--- config.mk ---
export PLATFORM = sky130hd
export DESIGN_NAME = fetch_unit
export DESIGN_NICKNAME = d
export VERILOG_FILES = /design/src/rtl/fetch_unit_pkg.sv /design/src/rtl/fetch_unit_pc_next_sel.sv /design/src/rtl/fetch_unit.sv
export SDC_FILE = /design/constraint.sdc
export NUM_CORES = 1
export LEC_CHECK = 0
export BUFFER_PORTS_ARGS = -buffer_cell sky130_fd_sc_hd__clkbuf_2
export CORE_UTILIZATION = 25
export DETAILED_ROUTE_END_ITERATION = 10
export GPL_TIMING_DRIVEN = 0
export PLACE_DENSITY_LB_ADDON = 0.15
export SYNTH_ARGS = -nofsm -noshare
export SYNTH_HDL_FRONTEND = slang
export SYNTH_SLANG_ARGS = --single-unit
--- constraint.sdc ---
create_clock -name CLK -period 5 [get_ports CLK]
set_clock_uncertainty 0.15 [all_clocks]
set_input_delay 1 -clock CLK [delete_from_list [all_inputs] [get_ports CLK]]
set_output_delay 1 -clock CLK [all_outputs]
set_load 0.02 [all_outputs]
--- src/rtl/fetch_unit_pkg.sv ---
// Shared fetch-stage definitions: FSM state encoding, reset PC default,
// the NOP/zero instruction word and a word-alignment helper.
package fetch_unit_pkg;

  typedef enum logic [1:0] {
    ST_IDLE = 2'd0,
    ST_REQ  = 2'd1,
    ST_HOLD = 2'd2,
    ST_ERR  = 2'd3
  } fetch_state_e;

  localparam logic [31:0] RESET_PC_DEFAULT = 32'h0000_0000;
  localparam logic [31:0] NOP_INSTR        = 32'h0000_0000;

  function automatic logic [31:0] word_align(input logic [31:0] addr);
    return {addr[31:2], 2'b00};
  endfunction

endpackage

--- src/rtl/fetch_unit_pc_next_sel.sv ---
// Next-PC selection: jump beats branch beats sequential, and every
// selected address is forced onto a word boundary.
module pc_next_sel
  import fetch_unit_pkg::*;
(
  input  logic [31:0] pc_i,
  input  logic        jump_i,
  input  logic [31:0] jump_tgt_i,
  input  logic        branch_i,
  input  logic [31:0] branch_tgt_i,
  output logic        redirect_o,
  output logic [31:0] pc_next_o
);

  always_comb begin
    redirect_o = jump_i | branch_i;
    if (jump_i) begin
      pc_next_o = word_align(jump_tgt_i);
    end else if (branch_i) begin
      pc_next_o = word_align(branch_tgt_i);
    end else begin
      pc_next_o = word_align(pc_i + 32'd4);
    end
  end

endmodule

--- src/rtl/fetch_unit.sv ---
// Instruction fetch stage: issues word requests to instruction memory,
// captures returned words, handles stalls, redirects and memory timeouts.
module fetch_unit
  import fetch_unit_pkg::*;
#(
  parameter logic [31:0] RESET_PC     = RESET_PC_DEFAULT,
  parameter int          IMEM_TIMEOUT = 15
) (
  input  logic        CLK,
  input  logic        RST,
  input  logic        StallF,
  input  logic        PCSrcD,
  input  logic [31:0] PCBranchD,
  input  logic        JumpD,
  input  logic [31:0] PCJumpD,
  output logic        imem_req,
  output logic [31:0] imem_addr,
  input  logic        imem_ready,
  input  logic [31:0] imem_rdata,
  output logic [31:0] InstrF,
  output logic [31:0] PCPlus4F,
  output logic [31:0] PCF,
  output logic        ValidF,
  output logic        MemWaitF,
  output logic        ErrF
);

  localparam int CNT_W = (IMEM_TIMEOUT < 2) ? 1 : $clog2(IMEM_TIMEOUT + 1);

  fetch_state_e state_q, state_d;
  logic [31:0]  pc_q, pc_d;
  logic [31:0]  pcf_q, pcf_d;
  logic [31:0]  instr_q, instr_d;
  logic         valid_q, valid_d;
  logic         err_q, err_d;
  logic [CNT_W-1:0] cnt_q, cnt_d;
  logic         kill_q, kill_d;
  logic         pend_q, pend_d;
  logic [31:0]  tgt_q, tgt_d;

  logic         redirect;
  logic [31:0]  pc_next;

  pc_next_sel u_pc_next_sel (
    .pc_i         (pc_q),
    .jump_i       (JumpD),
    .jump_tgt_i   (PCJumpD),
    .branch_i     (PCSrcD),
    .branch_tgt_i (PCBranchD),
    .redirect_o   (redirect),
    .pc_next_o    (pc_next)
  );

  always_comb begin
    state_d  = state_q;
    pc_d     = pc_q;
    pcf_d    = pcf_q;
    instr_d  = instr_q;
    valid_d  = valid_q;
    err_d    = err_q;
    cnt_d    = cnt_q;
    kill_d   = kill_q;
    pend_d   = pend_q;
    tgt_d    = tgt_q;
    imem_req = 1'b0;
    MemWaitF = 1'b0;
    case (state_q)
      ST_IDLE: state_d = ST_REQ;
      ST_REQ: begin
        imem_req = 1'b1;
        MemWaitF = 1'b1;
        if (imem_ready) begin
          cnt_d = '0;
          if (kill_q) begin
            // Word belongs to the abandoned path; a fresher redirect wins.
            kill_d = 1'b0;
            pc_d   = redirect ? pc_next : tgt_q;
          end else if (redirect) begin
            valid_d = 1'b0;
            pc_d    = pc_next;
          end else begin
            MemWaitF = 1'b0;
            instr_d  = imem_rdata;
            pcf_d    = pc_q;
            valid_d  = 1'b1;
            pc_d     = pc_next;
            if (StallF) state_d = ST_HOLD;
          end
        end else if (int'(cnt_q) + 1 >= IMEM_TIMEOUT) begin
          state_d = ST_ERR;
          valid_d = 1'b0;
          err_d   = 1'b1;
          kill_d  = 1'b0;
        end else begin
          cnt_d = cnt_q + CNT_W'(1);
          // Address must stay put while the request is outstanding.
          if (redirect) begin
            kill_d  = 1'b1;
            tgt_d   = pc_next;
            valid_d = 1'b0;
          end
        end
      end
      ST_HOLD: begin
        if (redirect) begin
          pend_d = 1'b1;
          tgt_d  = pc_next;
        end
        if (!StallF) begin
          state_d = ST_REQ;
          pend_d  = 1'b0;
          if (redirect) begin
            pc_d    = pc_next;
            valid_d = 1'b0;
          end else if (pend_q) begin
            pc_d    = tgt_q;
            valid_d = 1'b0;
          end
        end
      end
      ST_ERR: begin
        valid_d = 1'b0;
        err_d   = 1'b1;
      end
    endcase
  end

  always_ff @(posedge CLK or negedge RST) begin
    if (!RST) begin
      state_q <= ST_IDLE;
      pc_q    <= RESET_PC;
      pcf_q   <= RESET_PC;
      instr_q <= NOP_INSTR;
      valid_q <= 1'b0;
      err_q   <= 1'b0;
      cnt_q   <= '0;
      kill_q  <= 1'b0;
      pend_q  <= 1'b0;
      tgt_q   <= RESET_PC;
    end else begin
      state_q <= state_d;
      pc_q    <= pc_d;
      pcf_q   <= pcf_d;
      instr_q <= instr_d;
      valid_q <= valid_d;
      err_q   <= err_d;
      cnt_q   <= cnt_d;
      kill_q  <= kill_d;
      pend_q  <= pend_d;
      tgt_q   <= tgt_d;
    end
  end

  assign imem_addr = pc_q;
  assign InstrF    = instr_q;
  assign PCF       = pcf_q;
  assign PCPlus4F  = pcf_q + 32'd4;
  assign ValidF    = valid_q;
  assign ErrF      = err_q;

endmodule
== After elaboration in Yosys (flattened, before gate mapping) ==
Cells that the tools add are included.

* Bits of input ports: 102
* Logic and storage cells: 91
* Bits in registers: 138
* Output and inout bits: 132

* $add $sub $neg: 4
* Equality and inequality tests: 16
* $lt $le $gt $ge: 1
* Multiplexer cells: 42
* Bitwise logic cells: 3
* Reductions and logical operators: 15

{| class="wikitable"
|+ Operators with widths
! cell !! count
|-
| $mux 32 || 10
|-
| $pmux 32 s2 || 2
|-
| $add 32x3->32 const B || 2
|-
| $mux 1 || 19
|-
| $ne 3x3->1 const B || 5
|-
| $mux 2 || 6
|-
| $ne 2x2->1 const B || 6
|-
| $reduce_bool 3->1 || 3
|-
| $mux 4 || 2
|-
| $reduce_and 4->1 || 2
|-
| $pmux 2 s3 || 1
|-
| $reduce_and 2->1 || 3
|-
| $reduce_and 3->1 || 2
|-
| $reduce_and 6->1 || 1
|-
| $add 4x1->5 const B || 1
|-
| $ge 5x4->1 const B || 1
|-
| $reduce_and 5->1 || 1
|-
| $add 4x1->4 const B || 1
|-
| $eq 2x2->1 const B || 2
|-
| $ne 4x4->1 const B || 1
|-
| $reduce_bool 2->1 || 2
|-
| $pmux 1 s3 || 1
|-
| $eq 2x1->1 const B || 1
|-
| $logic_not 2->1 || 1
|-
| other kinds (4) || 5
|}

== Longest topological paths before layout ==
Gate-level depths: netlist of the first run.

* Depth in word-level cells: 7
* Gate-level depth with buffers: 10
* Gate-level depth less buffers: 7

== Modules after synthesis ==
Synthesis of the first run repeated with hierarchy kept, for this count alone.

* Cells, all modules: 698
* Area total of the unflattened synthesis: 7,632.3 um2

{| class="wikitable"
|+ Modules (own cells, without submodules)
! module !! cells each !! seq. area each (um2) !! times used !! area an instance (um2)
|-
| fetch_unit || 513 || 3,453.3 || 1 || 6,467.5
|-
| pc_next_sel || 185 || 0.0 || 1 || 1,164.9
|}

== Least setup slack after synthesis of the first run ==
Ideal clock, no wire load.

* Path type: reg2out
* From: register pcf_q[2], in the netlist PCF[2]
* To: output port PCPlus4F[28]
* Data required time: 3.850 ns
* Path slack: 1.821 ns
* Stages on the path, launching flop included: 7
* Buffers on the path: 0
* Arrival time: 2.029 ns
* Cells stage by stage: dfrtp_1 > ha_1 > nand3_1 > nor4_2 > nand3_1 > nor3_1 > xor2_1

* Longest elaborated chain between the ends: 1

{| class="wikitable"
|+ RTL lines
! element !! line !! RTL
|-
| start: declaration || fetch_unit.sv:32 || <nowiki>logic [31:0] pcf_q, pcf_d;</nowiki>
|-
| start signal: assignment || fetch_unit.sv:143 || <nowiki>pcf_q <= pcf_d;</nowiki>
|-
| $add 32x3->32 || fetch_unit.sv:157 || <nowiki>assign PCPlus4F = pcf_q + 32'd4;</nowiki>
|-
| end: declaration || fetch_unit.sv:21 || <nowiki>output logic [31:0] PCPlus4F,</nowiki>
|}

No other way between the ends.

== Worst setup path in the final report of the first run ==
* From: register pcf_q[3], in the netlist PCF[3]
* To: output port PCPlus4F[30]

Same word-level chain as after synthesis.

==> results.yml, run 1 <==
timing:
  whs_ps: 347.2
  fin_ws_ps: 1087
  period_minus_slack_ps: 3913
  finalCritPeriodShare_pct: 78.27
  slew_headroom_pct: 26.26
  slew_viol_final: 0
  setup_violations: 0
  tns_ps: 0
  final_hold_viol_count: 0
  worstMarginPinSlew_ps: 1096
  rsz0062_at_grt: "no"
  fmax_ghz: 0.2555
synth:
  syn-num-nets: 849
  netlist_area_sq_um: 7589
  synth_edf_count: 0
  synth_top_cell_by_area: "dfrtp_1"
  async_flop_share_pct: 100.0
  ys_seq_elements: 138
  synth_flop_cell: "dfrtp_1"
  yosys-top-cells-area: "dfrtp_1 46%, mux2_2 13%, nand2_1 2.7%"
  ys_types: 70
  ys_seq_area_share_pct: 45.51
  avgSynthCellArea_sq_um: 10.27
  synth_top_area_share_pct: 45.51
  syn_inst: 739
  yosysWarnings: 0
cts:
  cts_hold_buf: 0
  cts.sinks: 138
  clock_latency_ps: 430
  cts_buffers: 17
  post_cts_buffers: 0
  tritoncts: "built"
  clock_path_buffers: 2
  clk_pin_slew_worst_paths_ps: 70
  clockRootBuffer: "clkbuf_16"
  h-tree-depth: 4
  ctsResizeCount: 0
global_routing:
  grt_pass1_vias: 6685
  grt_overflow: 0
  antenna_found_initial: 1
  grt_use_total_pct: 17.60
  grt_start_max_net_pins: 99
  grt_first_pass_wirelength_microns: 40770
worst_setup_path:
  max_stage_delay_ps: 540
  rr_endpoint: "imem_addr[25]$_DFFE_PN0P_"
  start_kind: "register"
  critPathCaptureType: "primary output"
  path_delay_family: "simple AND/OR/NAND/NOR gates"
  rr_startpoint: "state_q[0]$_DFFE_PN0P_"
  path_buf_inv: 1
  cp_slowest_cell: "nor4_2"
  path_cells: "ha_1, nand3_1, nor4_2, nand3_1, nor3_1, xnor2_1, clkbuf_2"
  reg2reg_depth: 10
  cp_max_fo: 6
  cp.arrival_ps: 2760
  r2r_setup_slack_ps: 1650
  worstSetupPathType: "reg2out"
  worstPathRequired_ps: 3850
  cp_common_cell: "nand3_1"
final_layout:
  stdcell_count: 1389
  n_antenna_cell: 0
  nFillCells: 3091
  drive_gt1_share_pct: 37.94
  area_growth_pct: 29.74
  stdcell_area_sq_um: 9846
  final_util_pct: 33.13
  nNetsFinal: 1096
placed_design:
  placed_cell_area_sq_um: 9249
  dp_hpwl_microns: 20250
  dpl.cell_count: 1357
  dpl_worst_slack_ps: 1130
  gp_congestion: 0.8153
  port_buffers: 227
die:
  core_area_sq_um: 29720
  ioPinCount: 234
  initial_core_util_pct: 25.54
  dieWidth_microns: 176.2
  die_h_microns: 176.2
  rows: 63
  die_area_sq_um: 31060
power:
  power_mw: 6.607
  ir_worst_vdd_mv: 0.2050
  power_density_nw_per_um2: 671.1
  leakage_nw: 4.508
detailed_routing:
  num_vias: 6875
  wl_per_cell_microns: 19.45
  drt_pass1_iterations: 5
  drt_iter0_markers: 455
  postRouteAntennaNets: 0
  via_per_inst: 4.950
  wl_microns: 27020
  post-route-drc-count: 0
run_status:
  status: "completed"
hold_path:
  min_path_type: "in2async"
job:
  cap_viol_max_count: 0
==> cell families after synthesis <==
group                    share of synthesized area [%]
XOR/XNOR                                         4.040
buffers and inverters                            3.710
AND/OR/NAND/NOR                                  17.21
AO/OA/AOI/OAI                                    13.60
flip-flops                                       45.51
multiplexers                                     14.61
adder cells (fa/ha/maj)                          1.319
==> registers in the layout, summed over array words and instances, names as in the netlist <==
signal / count
ErrF: 1
InstrF: 32
PCF: 32
ValidF: 1
cnt_q: 4
imem_addr: 32
kill_q: 1
pend_q: 1
state_q: 2
tgt_q: 32
==> cell usage after synthesis, types with 10 or more instances <==
cell type	n
mux2_2	90
dfrtp_1	138
nand2_1	55
nand4_1	16
clkbuf_1	26
buf_2	14
nand3_1	38
xnor2_1	19
o211ai_1	10
nor2_1	34
or3_1	10
nor4_1	13
a22o_1	12
a21oi_1	18
o21ai_0	31
nor3_1	29
xor2_1	16
inv_1	23
==> worst reg2reg max path: stages (launching register included) <==
cell	delay, ps
dfrtp_1	420
inv_1	100
ha_1	150
clkbuf_1	330
nor2_1	70
nor2_1	550
and2_1	330
buf_2	290
clkbuf_1	510
o2111ai_1	240
nand3_1	150
==> cell usage in the layout (no fill, tap or decap), types with 12 or more instances in the layout <==
master / count
clkbuf_2: 227
dfrtp_1: 138
mux2_2: 90
nand2_1: 55
nand3_1: 38
nor2_1: 34
o21ai_0: 31
nor3_1: 29
clkbuf_1: 27
inv_1: 23
xnor2_1: 19
a21oi_1: 18
clkbuf_16: 17
nand4_1: 16
xor2_1: 16
buf_2: 14
nor4_1: 13
a22o_1: 12
==> layout make-up <==
cell class	count	area [sq um]	share of cell area [%]
multi-input cells	533	3854	39.14
flip-flops and latches	138	3453	35.07
repair buffers	228	1172	11.91
well taps	390	488.0	4.956
clock buffers	19	442.9	4.499
plain buffers	45	195.2	1.982
clock inverters	13	153.9	1.563
inverters	23	86.33	0.8769
==> worst max path at each step <==
| stage | cells past startpoint | to | startpoint | slack [ps] |
|---|---|---|---|---|
| floorplan | 6 | PCPlus4F[28] | PCF[2]$_DFFE_PN0P_ | 1820 |
| global placement | 1 | InstrF[1]$_DFFE_PN0P_ | RST | 60 |
| detailed placement | 6 | PCF[26]$_DFFE_PN0P_ | imem_ready | 1130 |
| CTS | 7 | PCPlus4F[30] | PCF[3]$_DFFE_PN0P_ | 1040 |
| global route | 7 | PCPlus4F[28] | PCF[3]$_DFFE_PN0P_ | 730 |
| finish | 7 | PCPlus4F[30] | PCF[3]$_DFFE_PN0P_ | 1090 |
==> power by group <==
group          internal (mW)  switching (mW)
clock network          0.761           0.538
registers               1.64           0.615
logic                   1.21            1.85
==> layer usage <==
metal  vias to the layer above  global-route usage (%)  wire length [microns]
met3                        30                   3.704                   1740
met1                      3331                   24.38                  12500
met5                         -                       0                      8
met2                       259                   27.15                  12190
met4                         2                   5.725                    580
li1                       3253                       -                      -
Note: power is estimated with default switching activity, not from simulation.
==> run 2: changes to the inputs <==
==> constraint.sdc (replaced) <==
create_clock -name CLK -period 3.8 [get_ports CLK]
set_clock_uncertainty 0.15 [all_clocks]
set_input_delay 0.76 -clock CLK [delete_from_list [all_inputs] [get_ports CLK]]
set_output_delay 0.76 -clock CLK [all_outputs]
set_load 0.02 [all_outputs]
==> run 2 against run 1 <==
Non-clock buffer count grew 1. Critical path depth did not move. Register-to-register slack lost 1200 ps. Global-route usage unchanged. Setup slack got worse by 700 ps. Critical path type unchanged. Critical endpoint unchanged.
==> results.yml, run 2 (synthesis results as in run 1) <==
run_status:
  status: "completed"
worst_setup_path:
  rr_startpoint: "state_q[0]$_DFFE_PN0P_"
  worstPathRequired_ps: 2890
  cp_max_fo: 5
  rr_endpoint: "imem_addr[25]$_DFFE_PN0P_"
  worstSetupPathType: "reg2out"
  cp.arrival_ps: 2510
  start_kind: "register"
  critPathCaptureType: "primary output"
  r2r_setup_slack_ps: 480
  worstSetupStartpoint: "PCF[3]$_DFFE_PN0P_"
  crit_end: "PCPlus4F[30]"
  reg2reg_depth: 10
global_routing:
  antenna_found_initial: 1
  grt_start_max_net_pins: 99
  grt_first_pass_wirelength_microns: 40770
  grt_overflow: 0
  grt_pass1_vias: 6685
  grt_use_total_pct: 17.60
cts:
  clk_pin_slew_worst_paths_ps: 70
  cts_hold_buf: 0
  clockRootBuffer: "clkbuf_16"
  clock_latency_ps: 420
  h-tree-depth: 4
  tritoncts: "built"
  cts.sinks: 138
  clock_path_buffers: 2
  cts_buffers: 17
detailed_routing:
  num_vias: 6832
  wl_per_cell_microns: 19.45
  wl_microns: 27030
  post-route-drc-count: 0
  via_per_inst: 4.915
  postRouteAntennaNets: 0
  drt_iter0_markers: 431
  drt_pass1_iterations: 5
final_layout:
  layout_common_cells: "227 x clkbuf_2, 138 x dfrtp_1, 90 x mux2_2, 55 x nand2_1, 37 x nand3_1"
  nNetsFinal: 1097
  drive_gt1_share_pct: 38.10
  final_common_cell: "clkbuf_2"
  stdcell_area_sq_um: 9867
  n_antenna_cell: 0
  final_util_pct: 33.20
  area_growth_pct: 30.02
timing:
  rsz0062_at_grt: "no"
  worstMarginPinSlew_ps: 1100
  whs_ps: 110.1
  setup_violations: 0
  final_hold_viol_count: 0
  period_minus_slack_ps: 3416
  slew_viol_final: 0
  slew_headroom_pct: 26.01
  finalCritPeriodShare_pct: 89.91
  tns_ps: 0
  fmax_ghz: 0.2927
placed_design:
  dp_hpwl_microns: 20250
  placed_cell_area_sq_um: 9249
  port_buffers: 227
  gp_congestion: 0.8153
die:
  rows: 63
  dieWidth_microns: 176.2
  core_area_sq_um: 29720
  die_area_sq_um: 31060
  ioPinCount: 234
  initial_core_util_pct: 25.54
  die_h_microns: 176.2
power:
  power_density_nw_per_um2: 881.9
  ir_worst_vdd_mv: 0.2694
  leakage_nw: 4.527
  power_mw: 8.702
job:
  cap_viol_max_count: 0
hold_path:
  min_path_type: "in2async"
## run 2: how the worst min path moves through the flow
| stage | startpoint | cells past startpoint | to |
|---|---|---|---|
| after floorplan | RST | 0 | ErrF$_DFFE_PN0P_ |
| after global placement | tgt_q[27]$_DFFE_PN0P_ | 1 | tgt_q[27]$_DFFE_PN0P_ |
| after detailed placement | tgt_q[1]$_DFFE_PN0P_ | 1 | tgt_q[1]$_DFFE_PN0P_ |
| after CTS | RST | 1 | imem_addr[27]$_DFFE_PN0P_ |
| after global routing | RST | 1 | imem_addr[27]$_DFFE_PN0P_ |
| final | RST | 1 | imem_addr[27]$_DFFE_PN0P_ |
## run 2: routing by layer
layer	vias up	part of all wire (%)	global-route usage (%)
li1	3247	-	-
met1	3296	46	24.38
met2	262	45	27.15
met3	25	6.5	3.704
met4	2	2.0	5.725
met5	-	0.030	0
## run 2: power by group
part	switching (mW)	internal, mW	total [mW]
Sequential	0.811	2.16	2.97
Clock	0.712	1.00	1.71
Combinational	2.43	1.59	4.02
## run 2: per-stage QoR
step	instances	setup slack (ps)
after detailed placement	1357	170.2
after global placement	1356	-899.8
after floorplan	739	861.4
after global routing	1390	89.88
final	1390	383.6
after CTS	1389	78.05
## run 2: area by class of cell
type                            count  area, sq um
Clock buffer                       19        442.9
Timing Repair Buffer              229         1180
Clock inverter                     13        153.9
Inverter                           23        86.33
Fill cell                        3091        19850
Sequential cell                   138         3453
Tap cell                          390        488.0
Buffer                             45        195.2
Multi-Input combinational cell    533         3867
## run 2: repair_timing
action,CTS,global route
buffers inserted,0,1
setup endpoints to repair,0,4
resized for setup,0,2
## run 2: critical path, stage by stage (launching register included)
cell	delay, ps
dfrtp_1	440
ha_1	230
nand3_2	170
nor4_4	390
nand3_1	240
nor3_1	260
xnor2_1	150
clkbuf_2	190
